File: config.mk
export PLATFORM = sky130hd
export DESIGN_NAME = gshare_bpu_flat
export DESIGN_NICKNAME = d
export VERILOG_FILES = /design/src/rtl/bpu_pkg.sv /design/src/rtl/gshare_bpu_if.sv /design/src/rtl/bpu_sat_ctr.sv /design/src/rtl/gshare_bpu.sv /design/src/flat_wrapper.sv
export SDC_FILE = /design/constraint.sdc
export NUM_CORES = 1
export LEC_CHECK = 0
export ABC_AREA = 1
export CAP_MARGIN = 10
export CORE_ASPECT_RATIO = 0.7
export CORE_MARGIN = 1.5
export CORE_UTILIZATION = 28
export DETAILED_ROUTE_END_ITERATION = 10
export DONT_BUFFER_PORTS = 1
export PLACE_DENSITY = 0.43
export REMOVE_ABC_BUFFERS = 1
export SETUP_SLACK_MARGIN = 0.05
export SKIP_CTS_REPAIR_TIMING = 1
export SKIP_LAST_GASP = 1
export SLEW_MARGIN = 20
export SYNTH_ARGS = -nofsm -noshare
export SYNTH_HDL_FRONTEND = slang
export SYNTH_SLANG_ARGS = --single-unit
File: constraint.sdc
create_clock -name clk -period 3.73 [get_ports clk]
set_input_delay 0.746 -clock clk [delete_from_list [all_inputs] [get_ports clk]]
set_output_delay 0.746 -clock clk [all_outputs]
set_load 0.01 [all_outputs]
File: src/rtl/bpu_pkg.sv
// Shared types and default sizing for the gshare branch predictor slice.
package bpu_pkg;

  typedef enum logic {
    INIT = 1'b0,
    RUN  = 1'b1
  } bpu_state_e;

  localparam int unsigned PC_W       = 32;
  localparam int unsigned IDX_W_DEF  = 5;
  localparam int unsigned HIST_W_DEF = 5;
  localparam int unsigned CTR_W_DEF  = 2;
  localparam int unsigned CNT_W_DEF  = 16;

endpackage : bpu_pkg

File: src/rtl/gshare_bpu_if.sv
// Fetch/resolve/statistics bundle between the pipeline (master) and the predictor (slave).
interface gshare_bpu_if
  import bpu_pkg::*;
#(
  parameter int unsigned CNT_W = CNT_W_DEF
);
  logic            mode_gshare;
  logic [PC_W-1:0] fetch_pc;
  logic            fetch_valid;
  logic            stall;
  logic            flush;
  logic            upd_valid;
  logic            upd_taken;
  logic            pred_taken;
  logic            mispredict;
  logic            init_busy;
  logic [CNT_W-1:0] branch_cnt;
  logic [CNT_W-1:0] miss_cnt;

  modport master (
    output mode_gshare, fetch_pc, fetch_valid, stall, flush, upd_valid, upd_taken,
    input  pred_taken, mispredict, init_busy, branch_cnt, miss_cnt
  );

  modport slave (
    input  mode_gshare, fetch_pc, fetch_valid, stall, flush, upd_valid, upd_taken,
    output pred_taken, mispredict, init_busy, branch_cnt, miss_cnt
  );

endinterface : gshare_bpu_if

File: src/rtl/bpu_sat_ctr.sv
// Saturating up/down counter next-state function for one PHT entry.
module bpu_sat_ctr #(
  parameter int unsigned CTR_W = 2
) (
  input  logic [CTR_W-1:0] ctr,
  input  logic             inc,
  output logic [CTR_W-1:0] ctr_nxt
);

  localparam logic [CTR_W-1:0] CTR_MAX = '1;
  localparam logic [CTR_W-1:0] CTR_MIN = '0;

  always_comb begin
    ctr_nxt = ctr;
    if (inc) begin
      if (ctr != CTR_MAX) ctr_nxt = ctr + CTR_W'(1);
    end else begin
      if (ctr != CTR_MIN) ctr_nxt = ctr - CTR_W'(1);
    end
  end

endmodule : bpu_sat_ctr

File: src/rtl/gshare_bpu.sv
// Gshare/bimodal direction predictor with PHT self-initialisation, ID/EX index tracking
// and resolved-branch statistics.
module gshare_bpu
  import bpu_pkg::*;
#(
  parameter int unsigned IDX_W    = IDX_W_DEF,
  parameter int unsigned HIST_W   = HIST_W_DEF,
  parameter int unsigned CTR_W    = CTR_W_DEF,
  parameter int unsigned CTR_INIT = (1 << CTR_W) - 1,
  parameter int unsigned CNT_W    = CNT_W_DEF
) (
  input  logic         clk,
  input  logic         reset,
  gshare_bpu_if.slave  bus
);

  localparam int unsigned ENTRIES = 1 << IDX_W;

  bpu_state_e       state_q, state_d;
  logic [IDX_W-1:0] init_ptr_q, init_ptr_d;
  logic [HIST_W-1:0] hist_q, hist_d, hist_shift;
  logic [CNT_W-1:0] branch_cnt_q, branch_cnt_d;
  logic [CNT_W-1:0] miss_cnt_q, miss_cnt_d;

  logic             id_valid_q, id_valid_d;
  logic [IDX_W-1:0] id_idx_q, id_idx_d;
  logic             id_pred_q, id_pred_d;
  logic             ex_valid_q, ex_valid_d;
  logic [IDX_W-1:0] ex_idx_q, ex_idx_d;
  logic             ex_pred_q, ex_pred_d;

  logic [CTR_W-1:0] pht_q [ENTRIES];

  logic [IDX_W-1:0] pc_idx, hist_ext, fetch_idx;
  logic [CTR_W-1:0] rd_ctr, upd_ctr, ctr_nxt;
  logic             init_busy, pred_taken, mispredict, upd_en;
  logic             pht_we;
  logic [IDX_W-1:0] pht_waddr;
  logic [CTR_W-1:0] pht_wdata;
  logic             unused_pc_bits;

  assign unused_pc_bits = ^{bus.fetch_pc[PC_W-1:IDX_W+2], bus.fetch_pc[1:0]};

  // Fetch-side index and prediction read (no bypass from a same-cycle write).
  always_comb begin
    pc_idx     = bus.fetch_pc[IDX_W+1:2];
    hist_ext   = IDX_W'(hist_q);
    fetch_idx  = bus.mode_gshare ? (pc_idx ^ hist_ext) : pc_idx;
    rd_ctr     = pht_q[fetch_idx];
    pred_taken = ~init_busy & rd_ctr[CTR_W-1];
  end

  assign upd_en     = bus.upd_valid & ex_valid_q & (state_q == RUN);
  assign mispredict = bus.upd_valid & ex_valid_q & (ex_pred_q != bus.upd_taken);
  assign upd_ctr    = pht_q[ex_idx_q];

  bpu_sat_ctr #(.CTR_W(CTR_W)) u_sat_ctr (
    .ctr     (upd_ctr),
    .inc     (bus.upd_taken),
    .ctr_nxt (ctr_nxt)
  );

  // Init/run sequencing; INIT owns the single PHT write port while active.
  always_comb begin
    state_d    = state_q;
    init_ptr_d = init_ptr_q;
    init_busy  = (state_q == INIT);
    pht_we     = 1'b0;
    pht_waddr  = ex_idx_q;
    pht_wdata  = ctr_nxt;
    case (state_q)
      INIT: begin
        pht_we     = 1'b1;
        pht_waddr  = init_ptr_q;
        pht_wdata  = CTR_W'(CTR_INIT);
        init_ptr_d = init_ptr_q + IDX_W'(1);
        if (init_ptr_q == IDX_W'(ENTRIES - 1)) state_d = RUN;
      end
      RUN: begin
        pht_we = upd_en;
      end
      default: state_d = INIT;
    endcase
  end

  // ID/EX tracking of the fetched index and its prediction.
  always_comb begin
    id_valid_d = id_valid_q;
    id_idx_d   = id_idx_q;
    id_pred_d  = id_pred_q;
    ex_valid_d = ex_valid_q;
    ex_idx_d   = ex_idx_q;
    ex_pred_d  = ex_pred_q;
    if (!bus.stall) begin
      id_valid_d = bus.fetch_valid & ~bus.flush & ~init_busy;
      id_idx_d   = fetch_idx;
      id_pred_d  = pred_taken;
      ex_valid_d = id_valid_q;
      ex_idx_d   = id_idx_q;
      ex_pred_d  = id_pred_q;
    end else if (bus.flush) begin
      id_valid_d = 1'b0;
    end
  end

  generate
    if (HIST_W == 1) begin : g_hist1
      assign hist_shift = bus.upd_taken;
    end else begin : g_histn
      assign hist_shift = {hist_q[HIST_W-2:0], bus.upd_taken};
    end
  endgenerate

  // History and saturating statistics advance only on a committed update.
  always_comb begin
    hist_d       = hist_q;
    branch_cnt_d = branch_cnt_q;
    miss_cnt_d   = miss_cnt_q;
    if (upd_en) begin
      hist_d = hist_shift;
      if (branch_cnt_q != '1) branch_cnt_d = branch_cnt_q + CNT_W'(1);
      if (mispredict && (miss_cnt_q != '1)) miss_cnt_d = miss_cnt_q + CNT_W'(1);
    end
  end

  always_ff @(posedge clk) begin
    if (reset) begin
      state_q      <= INIT;
      init_ptr_q   <= '0;
      hist_q       <= '0;
      branch_cnt_q <= '0;
      miss_cnt_q   <= '0;
      id_valid_q   <= 1'b0;
      id_idx_q     <= '0;
      id_pred_q    <= 1'b0;
      ex_valid_q   <= 1'b0;
      ex_idx_q     <= '0;
      ex_pred_q    <= 1'b0;
    end else begin
      state_q      <= state_d;
      init_ptr_q   <= init_ptr_d;
      hist_q       <= hist_d;
      branch_cnt_q <= branch_cnt_d;
      miss_cnt_q   <= miss_cnt_d;
      id_valid_q   <= id_valid_d;
      id_idx_q     <= id_idx_d;
      id_pred_q    <= id_pred_d;
      ex_valid_q   <= ex_valid_d;
      ex_idx_q     <= ex_idx_d;
      ex_pred_q    <= ex_pred_d;
    end
  end

  // Table storage has no reset; INIT rewrites every entry after reset.
  always_ff @(posedge clk) begin
    if (pht_we && !reset) pht_q[pht_waddr] <= pht_wdata;
  end

  assign bus.pred_taken = pred_taken;
  assign bus.mispredict = mispredict;
  assign bus.init_busy  = init_busy;
  assign bus.branch_cnt = branch_cnt_q;
  assign bus.miss_cnt   = miss_cnt_q;

endmodule : gshare_bpu
File: src/flat_wrapper.sv
// flat-port wrapper written by rule: the top's interface ports become plain ports
module gshare_bpu_flat import bpu_pkg::*;
#(
  parameter int unsigned IDX_W    = IDX_W_DEF,
  parameter int unsigned HIST_W   = HIST_W_DEF,
  parameter int unsigned CTR_W    = CTR_W_DEF,
  parameter int unsigned CTR_INIT = (1 << CTR_W) - 1,
  parameter int unsigned CNT_W    = CNT_W_DEF
)
  (clk, reset, bus_mode_gshare, bus_fetch_pc, bus_fetch_valid, bus_stall, bus_flush, bus_upd_valid, bus_upd_taken, bus_pred_taken, bus_mispredict, bus_init_busy, bus_branch_cnt, bus_miss_cnt);
  gshare_bpu_if #(.CNT_W(CNT_W)) bus_i ();
  input  logic clk;
  input  logic reset;
  input wire logic [$bits(bus_i.mode_gshare)-1:0] bus_mode_gshare;
  input wire logic [$bits(bus_i.fetch_pc)-1:0] bus_fetch_pc;
  input wire logic [$bits(bus_i.fetch_valid)-1:0] bus_fetch_valid;
  input wire logic [$bits(bus_i.stall)-1:0] bus_stall;
  input wire logic [$bits(bus_i.flush)-1:0] bus_flush;
  input wire logic [$bits(bus_i.upd_valid)-1:0] bus_upd_valid;
  input wire logic [$bits(bus_i.upd_taken)-1:0] bus_upd_taken;
  output wire logic [$bits(bus_i.pred_taken)-1:0] bus_pred_taken;
  output wire logic [$bits(bus_i.mispredict)-1:0] bus_mispredict;
  output wire logic [$bits(bus_i.init_busy)-1:0] bus_init_busy;
  output wire logic [$bits(bus_i.branch_cnt)-1:0] bus_branch_cnt;
  output wire logic [$bits(bus_i.miss_cnt)-1:0] bus_miss_cnt;
  assign bus_i.mode_gshare = bus_mode_gshare;
  assign bus_i.fetch_pc = bus_fetch_pc;
  assign bus_i.fetch_valid = bus_fetch_valid;
  assign bus_i.stall = bus_stall;
  assign bus_i.flush = bus_flush;
  assign bus_i.upd_valid = bus_upd_valid;
  assign bus_i.upd_taken = bus_upd_taken;
  assign bus_pred_taken = bus_i.pred_taken;
  assign bus_mispredict = bus_i.mispredict;
  assign bus_init_busy = bus_i.init_busy;
  assign bus_branch_cnt = bus_i.branch_cnt;
  assign bus_miss_cnt = bus_i.miss_cnt;
  gshare_bpu #(.IDX_W(IDX_W), .HIST_W(HIST_W), .CTR_W(CTR_W), .CTR_INIT(CTR_INIT), .CNT_W(CNT_W)) u_core (.clk(clk), .reset(reset), .bus(bus_i));
endmodule
# Yosys cells after proc, flatten, opt, wreduce, memory -nomap -nowiden
# Memories as Yosys holds them, arrays and structs flattened. A register that Yosys moved wholly into a read port is not among the register bits.
# Cells that the tools add are included.
# classes
n_addsub	5
eq_ne	6
muxes	15
bitwise	9
n_reduce_logical	6
# op_table
operator	n
16-bit by 1-bit adder with 16-bit output (second input constant)	2
16-bit != test (second input constant)	2
5-bit two-way mux	4
2-bit two-way mux	4
1-bit bitwise AND	6
1-bit two-way mux	6
5-bit by 1-bit adder with 5-bit output (second input constant)	1
5-bit == test (second input constant)	1
5-bit XOR	1
2-bit AND reduction	2
2-bit by 1-bit adder with 2-bit output (second input constant)	1
1-bit logical AND	2
2-bit by 1-bit != test with 1-bit output (second input constant)	1
2-bit != test (second input constant)	1
1-bit NOT	2
1-bit case mux with 2 select lines	1
2-bit nonzero test	1
2-bit by 1-bit subtractor with 2-bit output (second input constant)	1
1-bit logical NOT	1
1-bit != test	1
# word_totals
reg_bits	57
mem_bits_rw	64
input_bits	40
output_inout_bits	35
wordCells	53
mem_count	1
# memory_table
name	depth	width	rd	rd_ports_with_merged_regs	write_ports	line	rtl
u_core.pht_q	32	2	2	1	1	gshare_bpu.sv:32	logic [CTR_W-1:0] pht_q [ENTRIES];

# Logic depth before layout (Yosys ltp)
# depth
word_depth	6
ltp_mapped	13
mapped_depth_nobuf	11

# Cells and area by module
# From an unflattened synthesis, not the netlist that was laid out.
# hier_totals
hier_cells	703
area_unflattened_um2	5949.5
# by_module_without_submodules
module	instances	cells_per_inst	area_each_um2	seq_area_each_um2
gshare_bpu	1	697	5924.4	3163.0
bpu_sat_ctr	1	6	25.0	0.0

# Least setup slack after synthesis
# Ideal clock, no wire load.
# synth_path
kind	in2out
from	input port bus_mode_gshare
to	output port bus_pred_taken
arrival_ns	1.778
setup_slack_ns	1.206
path_stages	13
path_buffers	2
cell_sequence	buf_6 nand2_1 nand2_2 nand2_4 buf_6 nand2_1 nand3_1 nand3_1 nand3_1 nand2_1 nand2_1 nand3_1 inv_1
# synth_between
elab_chain_len	3
# synth_lines
element	line	rtl
start: declaration	flat_wrapper.sv:14	input wire logic [$bits(bus_i.mode_gshare)-1:0] bus_mode_gshare;
5-bit two-way mux	gshare_bpu.sv:48	fetch_idx = bus.mode_gshare ? (pc_idx ^ hist_ext) : pc_idx;
memory 32 x 2 bit	n/a	
1-bit bitwise AND	gshare_bpu.sv:50	pred_taken = ~init_busy & rd_ctr[CTR_W-1];
end: declaration	flat_wrapper.sv:21	output wire logic [$bits(bus_i.pred_taken)-1:0] bus_pred_taken;
# No other way between the ends.

# Worst setup path in the final report
# layout_path
from	register u_core.hist_q[0] (netlist: u_core.hist_ext[0])
to	output port bus_pred_taken
# layout_between
elab_chain_len	4
# layout_lines
element	line	rtl
start: declaration	gshare_bpu.sv:21	logic [HIST_W-1:0] hist_q, hist_d, hist_shift;
start signal: assignment	gshare_bpu.sv:142	hist_q <= hist_d;
5-bit XOR	gshare_bpu.sv:48	
5-bit two-way mux	gshare_bpu.sv:48	
memory 32 x 2 bit	n/a	
1-bit bitwise AND	gshare_bpu.sv:50	
# No other way between the ends.

==> key figures <==
Placement
  – Place WS: 800 ps
  – Post-DP HPWL: 11.9 mm
  – RePlAce Congestion: 0.841
  – PortBufs: 0
  – Cell count after placement: 959

Layout
  – Filler cells: 2137
  – Layout cells sized above 1: 0.0938
  – Seq. cell area: 3160 um^2
  – Number of inserted diodes: 0
  – Area growth from synthesis to layout: 14.3%
  – Area of the multi-input gates: 2420 um^2
  – Nets: 746
  – Final cell count without fillers: 990

Worst hold path
  – Hold Startpoint: reset
  – WHS Endpoint: u_core.bus.branch_cnt[5]
  – Hold path depth: 1
  – Worst Hold Class: input port to register

Timing
  – Final Max Tran Viols: 0
  – RSZ-0062 raised after global routing: false
  – Total negative slack: 0 ps
  – Clk_skew: 10.6 ps
  – Slew HR: 0.290
  – FMAX: 0.330 GHz
  – Fin crit period: 3030 ps
  – Tcrit/Tclk final: 0.813
  – Setup-failing EPs final: 0
  – Final hold vios: 0
  – Setup WS post-layout: 696 ps
  – Worst slew pin tran: 1060 ps
  – Hold WS: 399 ps

Synth
  – Yosys warns: 0
  – Yosys reg bits: 126
  – Synth Instances: 700
  – Post-synthesis xor/xnor area fraction: 0.0102
  – Async set-reset flop share out of synthesis: 0
  – Post-synthesis cell area: 6000 um^2
  – Post-Synth Adder-Cell Area: 0.00835
  – Number of synthesized flops with an enable pin: 64
  – Syn Area/Cell: 8.57 um^2
  – Top FF cell, synth: edfxtp_1
  – Sequential cell area fraction in the yosys report: 0.528
  – Post-synthesis compound-gate area fraction: 0.124
  – Post-synthesis cell type count: 44
  – Mux contribution to synthesized area: 0
  – Simple-Gate Fraction of Synth Area: 0.260
  – Main combinational cell family by area after synthesis: simple AND/OR/NAND/NOR gates

Global route
  – Aggregate global routing overflow: 0
  – Largest net degree at the start of global routing: 35
  – First-pass GRT wire length: 26.8 mm
  – GRT Total Usage: 0.159
  – Number of global-route vias before repair: 4558
  – Initial antenna violation count: 0

CTS
  – Clock sink count: 126
  – Worst-path clk slew: 60 ps
  – Worst skew pair latency: 420 ps
  – H-tree depth: 4
  – Num CTS Buffers: 17
  – Clock buffer depth: 2
  – Clk root buf: clkbuf_16
  – CTS tree: built

Run
  – Max Cap Viol: 0

Setup path
  – CP cell instances: nand2_1 > nand2_2 > nand2_4 > nand2_1 > nand3_1 > nand3_1 > nand3_1 > nand2_1 > nand2_1 > nand3_1 > inv_1
  – Reg-to-reg slack, setup: 940 ps
  – Largest delay share family, worst path: simple AND/OR/NAND/NOR gates
  – FF-to-FF path depth: 12
  – CP Class: register to output port
  – Worst setup EP type: output port
  – Crit path DAT: 2290 ps
  – Crit-path max FO: 17
  – Slowest CP cell: dfxtp_1
  – Startpoint types: register
  – Reg-to-Reg End: u_core.pht_q[0][1]
  – Buf/Inv on CP: 1
  – Critical Path RT: 2980 ps
  – CP peak stage delay: 400 ps

Floorplanning
  – Starting density of the core: 0.287
  – Core Area: 20900 um^2
  – Top-level port count: 75
  – Die Wd: 178 um
  – Site row count: 44
  – Die ar.: 22300 um^2
  – Die Ht: 125 um

Routing
  – Post-DR wirelength/cell: 17.4 um
  – Via Count: 4953
  – DR iter-0 viols: 444
  – Detail-routed via count per cell: 5.00
  – Post-route ant nets: 0
  – First-pass iteration count of the detailed router: 5
  – DRC viols: 0
  – WL final: 17.2 mm

Power
  – Worst vdd ir: 0.325 mV
  – Leak: 2.47 nW
  – Pwr Density: 475 nW/um^2

Status
  – Outcome: finished, final reports clean
[area by class of cell]
| type | count | area share |
|---|---|---|
| timing repair buffer | 7 | 0.00950 |
| clock buffer | 26 | 0.0805 |
| tap | 276 | 0.0504 |
| clock inverter | 5 | 0.00365 |
| sequential | 126 | 0.462 |
| multi-input combinational | 476 | 0.353 |
| inverter | 74 | 0.0413 |
[worst register-to-register path: cells and delay by family, from the launching register on]
family,cells,cell delay [ps]
flops,1,660
simple gates,6,720
buf+inv,3,710
compound gates,3,410
[layer usage]
metal  vias up  part of all wire  global-route usage
li1       2411                 -                   -
met1      2365              0.53               0.248
met2       158              0.39               0.206
met3        19             0.061              0.0398
met4         0             0.015              0.0529
met5         -                 0                   0
[through the flow]
stage	util	power, mW	area, um^2
finish	0.328	3.25	6850
global route	0.328	3.36	6850
CTS	0.328	3.28	6850
detailed placement	0.301	1.68	6270
global placement	0.301	1.68	6270
floorplan	-	1.62	5860
[placed cells by master, fill, tap and decap left out, types with 3 or more instances in the layout]
cell type,count
nor2_1,104
nand2_1,92
o21ai_0,73
nand3_1,72
inv_1,67
edfxtp_1,64
dfxtp_1,62
a21oi_1,36
nor3_1,22
clkbuf_16,19
o221ai_1,9
nand2_2,6
inv_2,6
xor2_1,6
buf_4,6
nand3_2,5
nand4_1,5
clkbuf_8,5
clkinv_2,5
o22ai_1,4
ha_1,4
nand2_4,3
nand3b_1,3
o211ai_1,3
or2_0,3
a31oi_1,3
nor3b_1,3
[power breakdown]
part	total [mW]	switching [mW]	leakage [nW]	internal, mW
combinational	0.178	0.127	1.10	0.0513
sequential	1.48	0.0153	1.08	1.46
clock	1.60	0.590	0.292	1.01
total	3.25	0.732	2.47	2.52
[cell families (layout without fill, tap and decap cells)]
| logic type | count (synthesis) | count (layout) |
|---|---|---|
| xor gates and xnor gates | 7 | 7 |
| DFF | 126 | 126 |
| AOI/OAI and AO/OA | 135 | 135 |
| buffers and inverters | 98 | 112 |
| and+or+nand+nor | 330 | 330 |
| adders and majority gates | 4 | 4 |
[how the worst max path moves through the flow]
stage,startpoint,endpoint,depth (start not counted)
final,u_core.hist_ext[0],bus_pred_taken,11
after global routing,u_core.hist_ext[0],bus_pred_taken,11
after CTS,u_core.hist_ext[0],bus_pred_taken,11
after detailed placement,bus_mode_gshare,bus_pred_taken,11
after global placement,bus_mode_gshare,bus_pred_taken,11
after floorplan,bus_fetch_pc[2],bus_pred_taken,11
[sequential cells by signal, indices dropped and copies added, names as in the netlist, named ones only]
register               flops
u_core.ex_valid_q          1
u_core.ex_pred_q           1
u_core.id_pred_q           1
u_core.state_q             1
u_core.pht_q              64
u_core.init_ptr_q          5
u_core.ex_idx_q            5
u_core.id_valid_q          1
u_core.hist_ext            5
u_core.bus.branch_cnt     16
u_core.bus.miss_cnt       16
u_core.id_idx_q            5
[synth_stat cells, types with 2 or more instances]
cell type / instances / area [um^2]
nand4_1: 5 / 31.3
o21ai_1: 2 / 10.0
o22ai_1: 4 / 25.0
buf_6: 5 / 56.3
edfxtp_1: 64 / 1920
inv_1: 67 / 251
nor4_4: 2 / 42.5
nand3_1: 72 / 360
nor3_1: 22 / 110
a31oi_1: 3 / 18.8
nor3b_1: 3 / 22.5
buf_2: 4 / 20.0
clkbuf_1: 14 / 52.6
nand2_4: 3 / 33.8
nand2_1: 92 / 345
ha_1: 4 / 50.1
nor4_1: 2 / 12.5
o221ai_1: 9 / 78.8
inv_2: 6 / 22.5
o21ai_0: 73 / 365
nand3_2: 5 / 50.1
or2_0: 3 / 18.8
and3_1: 2 / 12.5
nand3b_1: 3 / 22.5
xor2_1: 6 / 52.6
nand2_2: 6 / 37.5
o211ai_1: 3 / 22.5
nor2_1: 104 / 390
a21oi_1: 36 / 180
dfxtp_1: 62 / 1240
Power figures use the tool's default switching activity.
